[src/rtl/y_unload_pkg.sv]
// Shared constants and state encoding for the y snapshot unloader.
// The stream carries NUM_WORDS data beats followed by one checksum trailer beat.
package y_unload_pkg;

    localparam int Y_W       = 350;
    localparam int WORD_W    = 16;
    localparam int NUM_WORDS = 22;
    localparam int TRAIL_IDX = 22;
    localparam int IDX_W     = 5;

    typedef enum logic [1:0] {
        IDLE  = 2'd0,
        SEND  = 2'd1,
        TRAIL = 2'd2
    } state_t;

endpackage

[src/rtl/y_word_checksum.sv]
// 16-bit add-accumulate (mod 2^16) with synchronous clear and enable.
// Clear has priority so a fresh snapshot always starts the sum from zero.
module y_word_checksum
    import y_unload_pkg::*;
(
    input  logic              clk,
    input  logic              i_clr,
    input  logic              i_en,
    input  logic [WORD_W-1:0] i_data,
    output logic [WORD_W-1:0] o_acc
);

    logic [WORD_W-1:0] r_acc;

    always_ff @(posedge clk) begin
        if (i_clr) begin
            r_acc <= '0;
        end else if (i_en) begin
            r_acc <= r_acc + i_data;
        end
    end

    assign o_acc = r_acc;

endmodule

[src/rtl/y_snapshot_unloader.sv]
// Freezes the 350-bit y bus on snap and streams it LSB-first as 22 16-bit words
// plus a 16-bit checksum trailer over a valid/ready port.
module y_snapshot_unloader
    import y_unload_pkg::*;
(
    input  logic              clk,
    input  logic              rst,
    input  logic [Y_W-1:0]    y,
    input  logic              snap,
    output logic              busy,
    output logic [WORD_W-1:0] out_data,
    output logic              out_valid,
    input  logic              out_ready,
    output logic              out_last,
    output logic [IDX_W-1:0]  out_idx,
    output logic              overrun,
    output logic [1:0]        dbg_state
);

    // Handshake: a beat moves on a posedge with out_valid && out_ready; while
    // stalled, out_data/out_idx/out_last hold and out_valid stays high (rst aside).
    state_t                      r_state;
    logic [Y_W-1:0]              r_shadow;
    logic [IDX_W-1:0]            r_idx;
    logic                        r_valid;
    logic                        r_last;
    logic                        r_overrun;

    logic                        w_xfer;
    logic                        w_start;
    logic                        w_acc_clr;
    logic                        w_acc_en;
    logic [WORD_W-1:0]           w_acc;
    logic [WORD_W-1:0]           w_data;
    logic [8:0]                  w_bit_base;
    logic [NUM_WORDS*WORD_W-1:0] w_pad;

    assign w_xfer     = r_valid && out_ready;
    assign w_start    = (r_state == IDLE) && snap;
    assign w_acc_clr  = rst || w_start;
    assign w_acc_en   = (r_state == SEND) && w_xfer;
    assign w_pad      = {{(NUM_WORDS*WORD_W-Y_W){1'b0}}, r_shadow};
    assign w_bit_base = {r_idx, 4'b0000};

    // Data is a pure mux of held registers, so it is stable whenever idx/state are.
    always_comb begin
        w_data = '0;
        case (r_state)
            SEND:    w_data = w_pad[w_bit_base +: WORD_W];
            TRAIL:   w_data = w_acc;
            default: w_data = '0;
        endcase
    end

    y_word_checksum u_checksum (
        .clk    (clk),
        .i_clr  (w_acc_clr),
        .i_en   (w_acc_en),
        .i_data (w_data),
        .o_acc  (w_acc)
    );

    always_ff @(posedge clk) begin
        if (rst) begin
            r_state   <= IDLE;
            r_shadow  <= '0;
            r_idx     <= '0;
            r_valid   <= 1'b0;
            r_last    <= 1'b0;
            r_overrun <= 1'b0;
        end else begin
            if (snap && (r_state != IDLE)) begin
                r_overrun <= 1'b1;
            end
            case (r_state)
                IDLE: begin
                    if (snap) begin
                        r_shadow <= y;
                        r_idx    <= '0;
                        r_valid  <= 1'b1;
                        r_last   <= 1'b0;
                        r_state  <= SEND;
                    end
                end
                SEND: begin
                    if (w_xfer) begin
                        if (r_idx == IDX_W'(NUM_WORDS - 1)) begin
                            r_idx   <= IDX_W'(TRAIL_IDX);
                            r_last  <= 1'b1;
                            r_state <= TRAIL;
                        end else begin
                            r_idx <= r_idx + 1'b1;
                        end
                    end
                end
                TRAIL: begin
                    if (w_xfer) begin
                        r_idx   <= '0;
                        r_valid <= 1'b0;
                        r_last  <= 1'b0;
                        r_state <= IDLE;
                    end
                end
                default: r_state <= IDLE;
            endcase
        end
    end

    assign busy      = (r_state != IDLE);
    assign out_data  = w_data;
    assign out_valid = r_valid;
    assign out_last  = r_last;
    assign out_idx   = r_idx;
    assign overrun   = r_overrun;
    assign dbg_state = r_state;

endmodule

[config.mk]
export PLATFORM = sky130hd
export DESIGN_NAME = y_snapshot_unloader
export DESIGN_NICKNAME = d
export VERILOG_FILES = /design/src/rtl/y_unload_pkg.sv /design/src/rtl/y_word_checksum.sv /design/src/rtl/y_snapshot_unloader.sv
export SDC_FILE = /design/constraint.sdc
export NUM_CORES = 1
export LEC_CHECK = 0
export BUFFER_PORTS_ARGS = -buffer_cell sky130_fd_sc_hd__buf_2
export CORE_MARGIN = 10
export CORE_UTILIZATION = 45
export CTS_CLUSTER_SIZE = 12
export DETAILED_ROUTE_END_ITERATION = 6
export PLACE_DENSITY_LB_ADDON = 0.12
export SYNTH_ARGS = -nofsm -noshare
export SYNTH_HDL_FRONTEND = slang
export SYNTH_HIERARCHICAL = 1
export SYNTH_SLANG_ARGS = --single-unit
[constraint.sdc]
create_clock -name clk -period 8 [get_ports clk]
set_input_delay 0.4 -clock clk [delete_from_list [all_inputs] [get_ports clk]]
set_output_delay 0.4 -clock clk [all_outputs]
set_load 0.1 [all_outputs]
==> flow_summary.ini, run 1 <==
[outcome]
outcome = completed

[detailed_routing]
ant_nets = 0
wirelength_um = 62700
routedWlPerCell_um = 21.1
drt_pre_antenna_iters = 6
via_count = 16200
viasPerCell = 5.46
drt-initial-drc-count = 1446
drc_errors = 0

[worst_setup_path]
rr_worst_depth = 13
path_max_fanout = 64
cp.arrival_ns = 5.20
r2r-end = u_checksum/o_acc[15]
critical_path_class = reg2reg
crit_path_start_kind = flop
required_ns = 8.46
rrSetupSlack_ns = 3.26
cp-end-kind = flop
r2r-start = out_idx[0]

[timing]
rsz0062_at_grt = false
setup_slack_ns = 3.26
hold_viol = 0
maxSlewViolCount = 0
fin_crit_ns = 4.74
tns_ns = 0
fmax_ghz = 0.211
max_slew_margin_pct = 23.1
tightest_slew_ns = 1.15
period_share_pct = 59.3
setup_viol = 0
finalClockSkew_ns = 0.0261

[clock_tree]
ctsHoldBuffers = 0
clock_latency_ns = 0.58
path_clk_slew_ns = 0.06
numCtsBuffers = 42
cts_sinks = 376
clk_path_buf_depth = 3
htree_levels = 2
cts_tree = done
ctsRootBufferMaster = clkbuf_16
post_cts_buffers = 0
cts_repair_resize_count = 0

[pwr]
vdd_drop_max_uv = 166
power.density_nw_per_um2 = 238
p_leak_uw = 0.00825

[yosys]
synth_edf_count = 0
synth_mux_area_share_pct = 9.29
avgSynthCellArea_um2 = 7.93
ys.flop_type = dfxtp_1
yosys.area_share.simple_pct = 20.3
synth_seq_area_share_pct = 43.9
async_flop_share_pct = 0
synth_top_area_share_pct = 43.9
yosysUniqueCellTypes = 69
synth_top_family_by_area = simple AND/OR/NAND/NOR gates
netlist_instances = 2162
synth_top_area_cell = dfxtp_1
syn-cell-area_um2 = 17100
ys_top_cells_by_area = dfxtp_1, nand2_1, a21oi_1
synthAdderAreaFrac_pct = 1.65
ys_seq_elements = 376
synth_compound_area_share_pct = 18.8
syn_nets = 2538
ys_warn_count = 6
synth_xor_area_share_pct = 0.409

[grt]
gr-total-overflow = 0
grt_use_total_pct = 25.8
grt_pass1_wl_um = 94400
grt_antenna_before_repair = 0
grt_pass1_vias = 15800
grt_max_degree = 218

[placed_design]
port_buffers = 380
hpwl_um = 46500
place.gp.congestion = 0.954
pre_cts_slack_ns = 3.35
dpl_cell_area_um2 = 19000

[worst_hold_path]
holdCritStartpoint = y[344]
holdPathStages = 3
hold_class = in2reg
holdPathEnd = r_shadow[344]

[finish]
n_antenna_cell = 0
finalNetCount = 2801
areaGrowthSynthToFinish_pct = 18.8
drive_gt1_share_pct = 21.6
nFillCells = 3772
multiInputGateArea_um2 = 8660
fin_area_um2 = 20400
seq_area_um2 = 7540

[floorplan]
io-pin-count = 381
die_x_um = 215
start_util_pct = 45.5
rows = 71
fp.dieArea_um2 = 46300
die_h_um = 215
core_um2 = 37700

[job]
maxCapViolCount = 0
## critical path: stages, from the launching register on
cell and delay (ns):
dfxtp_4 1.03, buf_4 0.58, mux2_2 0.40, o22ai_1 0.18
nor3_1 0.14, a31oi_1 0.26, o21ai_1 0.12, ha_1 0.43
a21o_1 0.22, nand3_1 0.09, a31oi_1 0.15, or3_4 0.42
o211ai_2 0.17, mux2_1 0.33
## power by group
part	leakage, uW	internal, uW	switching [uW]	total (uW)
sequential	0.00309	2010	112	2130
clock	0.000686	1140	795	1940
combinational	0.00448	287	502	788
## cell usage after synthesis (4+ instances only)
cell type / instances
nand2_1: 720
clkbuf_1: 109
nand3_1: 10
nor3_1: 18
buf_1: 11
inv_1: 28
mux2i_1: 86
a21o_1: 7
a31oi_1: 34
o21ai_0: 6
xnor2_1: 6
and2_1: 4
a21oi_1: 377
nor2_1: 26
dfxtp_1: 376
nor3b_1: 4
a22oi_1: 16
nor2b_1: 38
mux4_2: 16
ha_1: 21
o22ai_1: 29
o21ai_1: 15
nand4_1: 5
nand2b_1: 6
buf_6: 10
and3_1: 4
buf_4: 4
a211oi_1: 33
mux2_2: 32
a22o_1: 15
buf_2: 40
## stage by stage
step	utilization (%)	hold WS (ns)	total power, uW	instances
after floorplan	-	0.431	2660	2162
after global placement	50.4	0.439	2940	2892
after detailed placement	50.4	0.444	2950	2892
after CTS	54.1	0.0364	4870	2968
after global routing	54.1	0.0492	5040	2968
final	54.1	0.0571	4850	2968
## cell type report
class,count,share of cell area [%]
Inverter,28,0.516
Clock buffer,63,6.09
Clock inverter,13,0.676
Timing Repair Buffer,397,10.1
Sequential cell,376,37.0
Tap cell,511,3.14
Multi-Input combinational cell,1580,42.5
## layer usage
layer  vias to the layer above  part of all wire, %  global-route usage (%)  routed length [um]
met4                         0                  2.6                    7.60                1610
met3                        79                  7.2                    4.96                4530
met5                         -                    0                       0                   0
met1                      7662                   44                    34.3               27500
met2                       577                   46                    41.6               29100
li1                       7881                    -                       -                   -
## cell usage in the layout, fill, tap and decap left out, types with 5 or more instances in the layout
cell	n
nor2b_1	38
clkinv_2	8
a22oi_1	16
nand4_1	5
clkbuf_16	43
dfxtp_1	373
nand3_1	10
inv_1	28
a21oi_1	377
a31oi_1	34
a21o_1	7
nor3_1	18
xnor2_1	6
ha_1	21
nand2_1	719
o22ai_1	29
a211oi_1	33
o21ai_1	15
buf_2	379
clkbuf_8	9
a22o_1	15
mux4_2	16
nor2_1	26
o21ai_0	6
mux2_2	32
clkbuf_1	11
mux2i_1	86
nand2b_1	6
buf_4	16
## registers in the layout (all words and copies together) (netlist names)
signal,cells
overrun,1
r_shadow,350
out_idx,5
dbg_state,2
u_checksum/o_acc,16
out_last,1
out_valid,1
## how the worst max path moves through the flow
| stage | cells after the start | endpoint | slack (ns) | from |
|---|---|---|---|---|
| after floorplan | 15 | u_checksum/o_acc[15] | 2.67 | out_idx[1] |
| after global placement | 12 | u_checksum/o_acc[15] | 3.34 | out_idx[0] |
| after detailed placement | 13 | u_checksum/o_acc[15] | 3.35 | out_idx[0] |
| after CTS | 12 | u_checksum/o_acc[15] | 3.34 | out_idx[0] |
| after global routing | 13 | u_checksum/o_acc[15] | 3.09 | out_idx[0] |
| final | 13 | u_checksum/o_acc[15] | 3.26 | out_idx[0] |
## cell families after synthesis
group | after synthesis
AND/OR/NAND/NOR | 854
XOR/XNOR | 8
adder cells (fa/ha/maj) | 22
flip-flops | 376
AO/OA/AOI/OAI | 561
buffers and inverters | 206
multiplexers | 135
(Power assumes the default switching activity.)
==> run 2, diff against run 1 <==
clock period = 3.9 ns   (was 8 ns; I/O delays follow)
==> run 2 against run 1 <==
  * Core utilization up 12 points
  * Fmax grew 26%
  * Global-route usage rose by 2.9 points
  * Via count up 13%
  * Largest power group unchanged
  * Total power up 110%
  * Clock-buffer cell count shrank 1
  * Worst hold slack worse by 0.041 ns
  * Clock skew shrank 0.0044 ns
  * Register-to-register slack lost 3.1 ns
  * First-iteration DRC count grew 28%
==> flow_summary.ini, run 2 (synthesized netlist as in run 1, its figures left out) <==
[worst_setup_path]
cp.arrival_ns = 4.17
critical_path_class = reg2reg
crit_path_start = out_idx[0]
crit_chain = buf_8 > mux2_2 > o22ai_1 > nor3_1 > a31oi_1 > o21ai_4 > ha_1 > and4_1 > a211oi_2 > o21ai_2 > a311oi_2 > nor4b_1 > a211o_1
required_ns = 4.31
max_stage_delay_ns = 0.60
path_max_fanout = 17
crit_path_start_kind = flop
cp-end-kind = flop
r2r-start = out_idx[0]
crit_path_top_delay_cell = dfxtp_4

[grt]
grt_max_degree = 221
gr-total-overflow = 0
grt_pass1_wl_um = 106000
grt_use_total_pct = 28.7
grt_pass1_vias = 18500
grt_antenna_before_repair = 8

[finish]
areaGrowthSynthToFinish_pct = 46.0
layout_common_cells = nand2_1, a21oi_1, dfxtp_1, buf_2, dlygate4sd3_1
finalNetCount = 3226
drive_gt1_share_pct = 22.0
fin_area_um2 = 25000
final_common_cell = nand2_1
regMostFlops = r_shadow
largest_register_ffs = 350

[floorplan]
start_util_pct = 45.5
rows = 71
core_um2 = 37700
die_x_um = 215
fp.dieArea_um2 = 46300
die_h_um = 215
io-pin-count = 381

[clock_tree]
numCtsBuffers = 42
htree_levels = 2
cts_sinks = 376
ctsRootBufferMaster = clkbuf_16
clock_latency_ns = 0.54
clk_path_buf_depth = 3
path_clk_slew_ns = 0.06
cts_tree = done

[timing]
period_share_pct = 96.4
fin_crit_ns = 3.76
tns_ns = 0
rsz0062_at_grt = false
finalClockSkew_ns = 0.0217
tightest_slew_ns = 1.09
max_slew_margin_pct = 27.2
hold_viol = 0
maxSlewViolCount = 0
setup_viol = 0
fmax_ghz = 0.266

[pwr]
fin_total_pwr_uw = 10400
power.density_nw_per_um2 = 416
p_leak_uw = 0.0102
vdd_drop_max_uv = 336

[job]
maxCapViolCount = 0

[outcome]
outcome = completed

[detailed_routing]
wirelength_um = 69700
drt_pre_antenna_iters = 6
routedWlPerCell_um = 20.5
ant_nets = 0
drt-initial-drc-count = 1845
drc_errors = 0
viasPerCell = 5.41
via_count = 18400

[placed_design]
dpl_cell_area_um2 = 20100
port_buffers = 380
place.gp.congestion = 0.903
hpwl_um = 47600

[worst_hold_path]
holdCritStartpoint = y[101]
hold_class = in2reg
-- run 2: cell types whose count changed in the layout (fill, tap and decap cells not counted), moves of 5 or more --
cell / change
clkinv_2: -5
buf_2: -15
buf_4: +69
o21ai_4: +12
diode_2: +9
buf_12: +24
dlygate4sd3_1: +346
o21ai_1: -15
clkbuf_1: -5
-- run 2: metal layers --
metal	GRT usage (%)	part of all wire, %	vias up
met2	47.5	47	781
met5	0	0	-
li1	-	-	8729
met3	5.76	7.4	143
met4	11.0	3.8	0
met1	36.1	41	8728
-- run 2: final timing paths --
path / endpoint / slack, ns / cells after the start
hold / removal: r_shadow[101] / 0.02 / 3
setup reg to reg: u_checksum/o_acc[12] / 0.14 / 13
hold reg to reg: r_shadow[144] / 0.45 / 2
setup / recovery: u_checksum/o_acc[12] / 0.14 / 13
-- run 2: repair_timing --
action	in CTS	in global routing
hold buffers	346	0
setup buffers	0	1
endpoints found under the hold margin	346	0
gates resized for setup	0	2
endpoints found under the setup margin	0	4
-- run 2: critical path, delay by kind of cell (launching register included) --
family | cells | cell delay, ns
DFF | 1 | 0.60
muxes | 1 | 0.35
adders and majority gates | 1 | 0.39
AOI/OAI and AO/OA | 7 | 1.57
buffers and inverters | 1 | 0.24
and+or+nand+nor | 3 | 0.49
-- run 2: power breakdown --
group,internal (uW),total [uW],leakage [uW],switching (uW)
clock network,2420,4010,0.000692,1600
registers,4130,4320,0.00309,191
logic,898,2070,0.00643,1170
-- run 2: area by class of cell --
cell class	instances	area, um2
Inverter	28	105
Sequential cell	376	7550
Tap cell	511	639
Clock buffer	62	1290
Clock inverter	8	121
Antenna cell	9	22.5
Fill cell	3056	12600
Timing Repair Buffer	822	6450
Multi-Input combinational cell	1580	8840
-- run 2: metrics by stage --
step	hold WS (ns)	utilization, %	instances	worst slack (ns)
after floorplan	0.331	-	2162	0.00604
after CTS	0.00279	66.3	3386	0.0826
after global placement	0.438	53.4	2970	0.188
after global routing	0.00878	66.4	3395	0.0372
final	0.0162	66.4	3396	0.139
after detailed placement	0.441	53.4	2970	0.0996
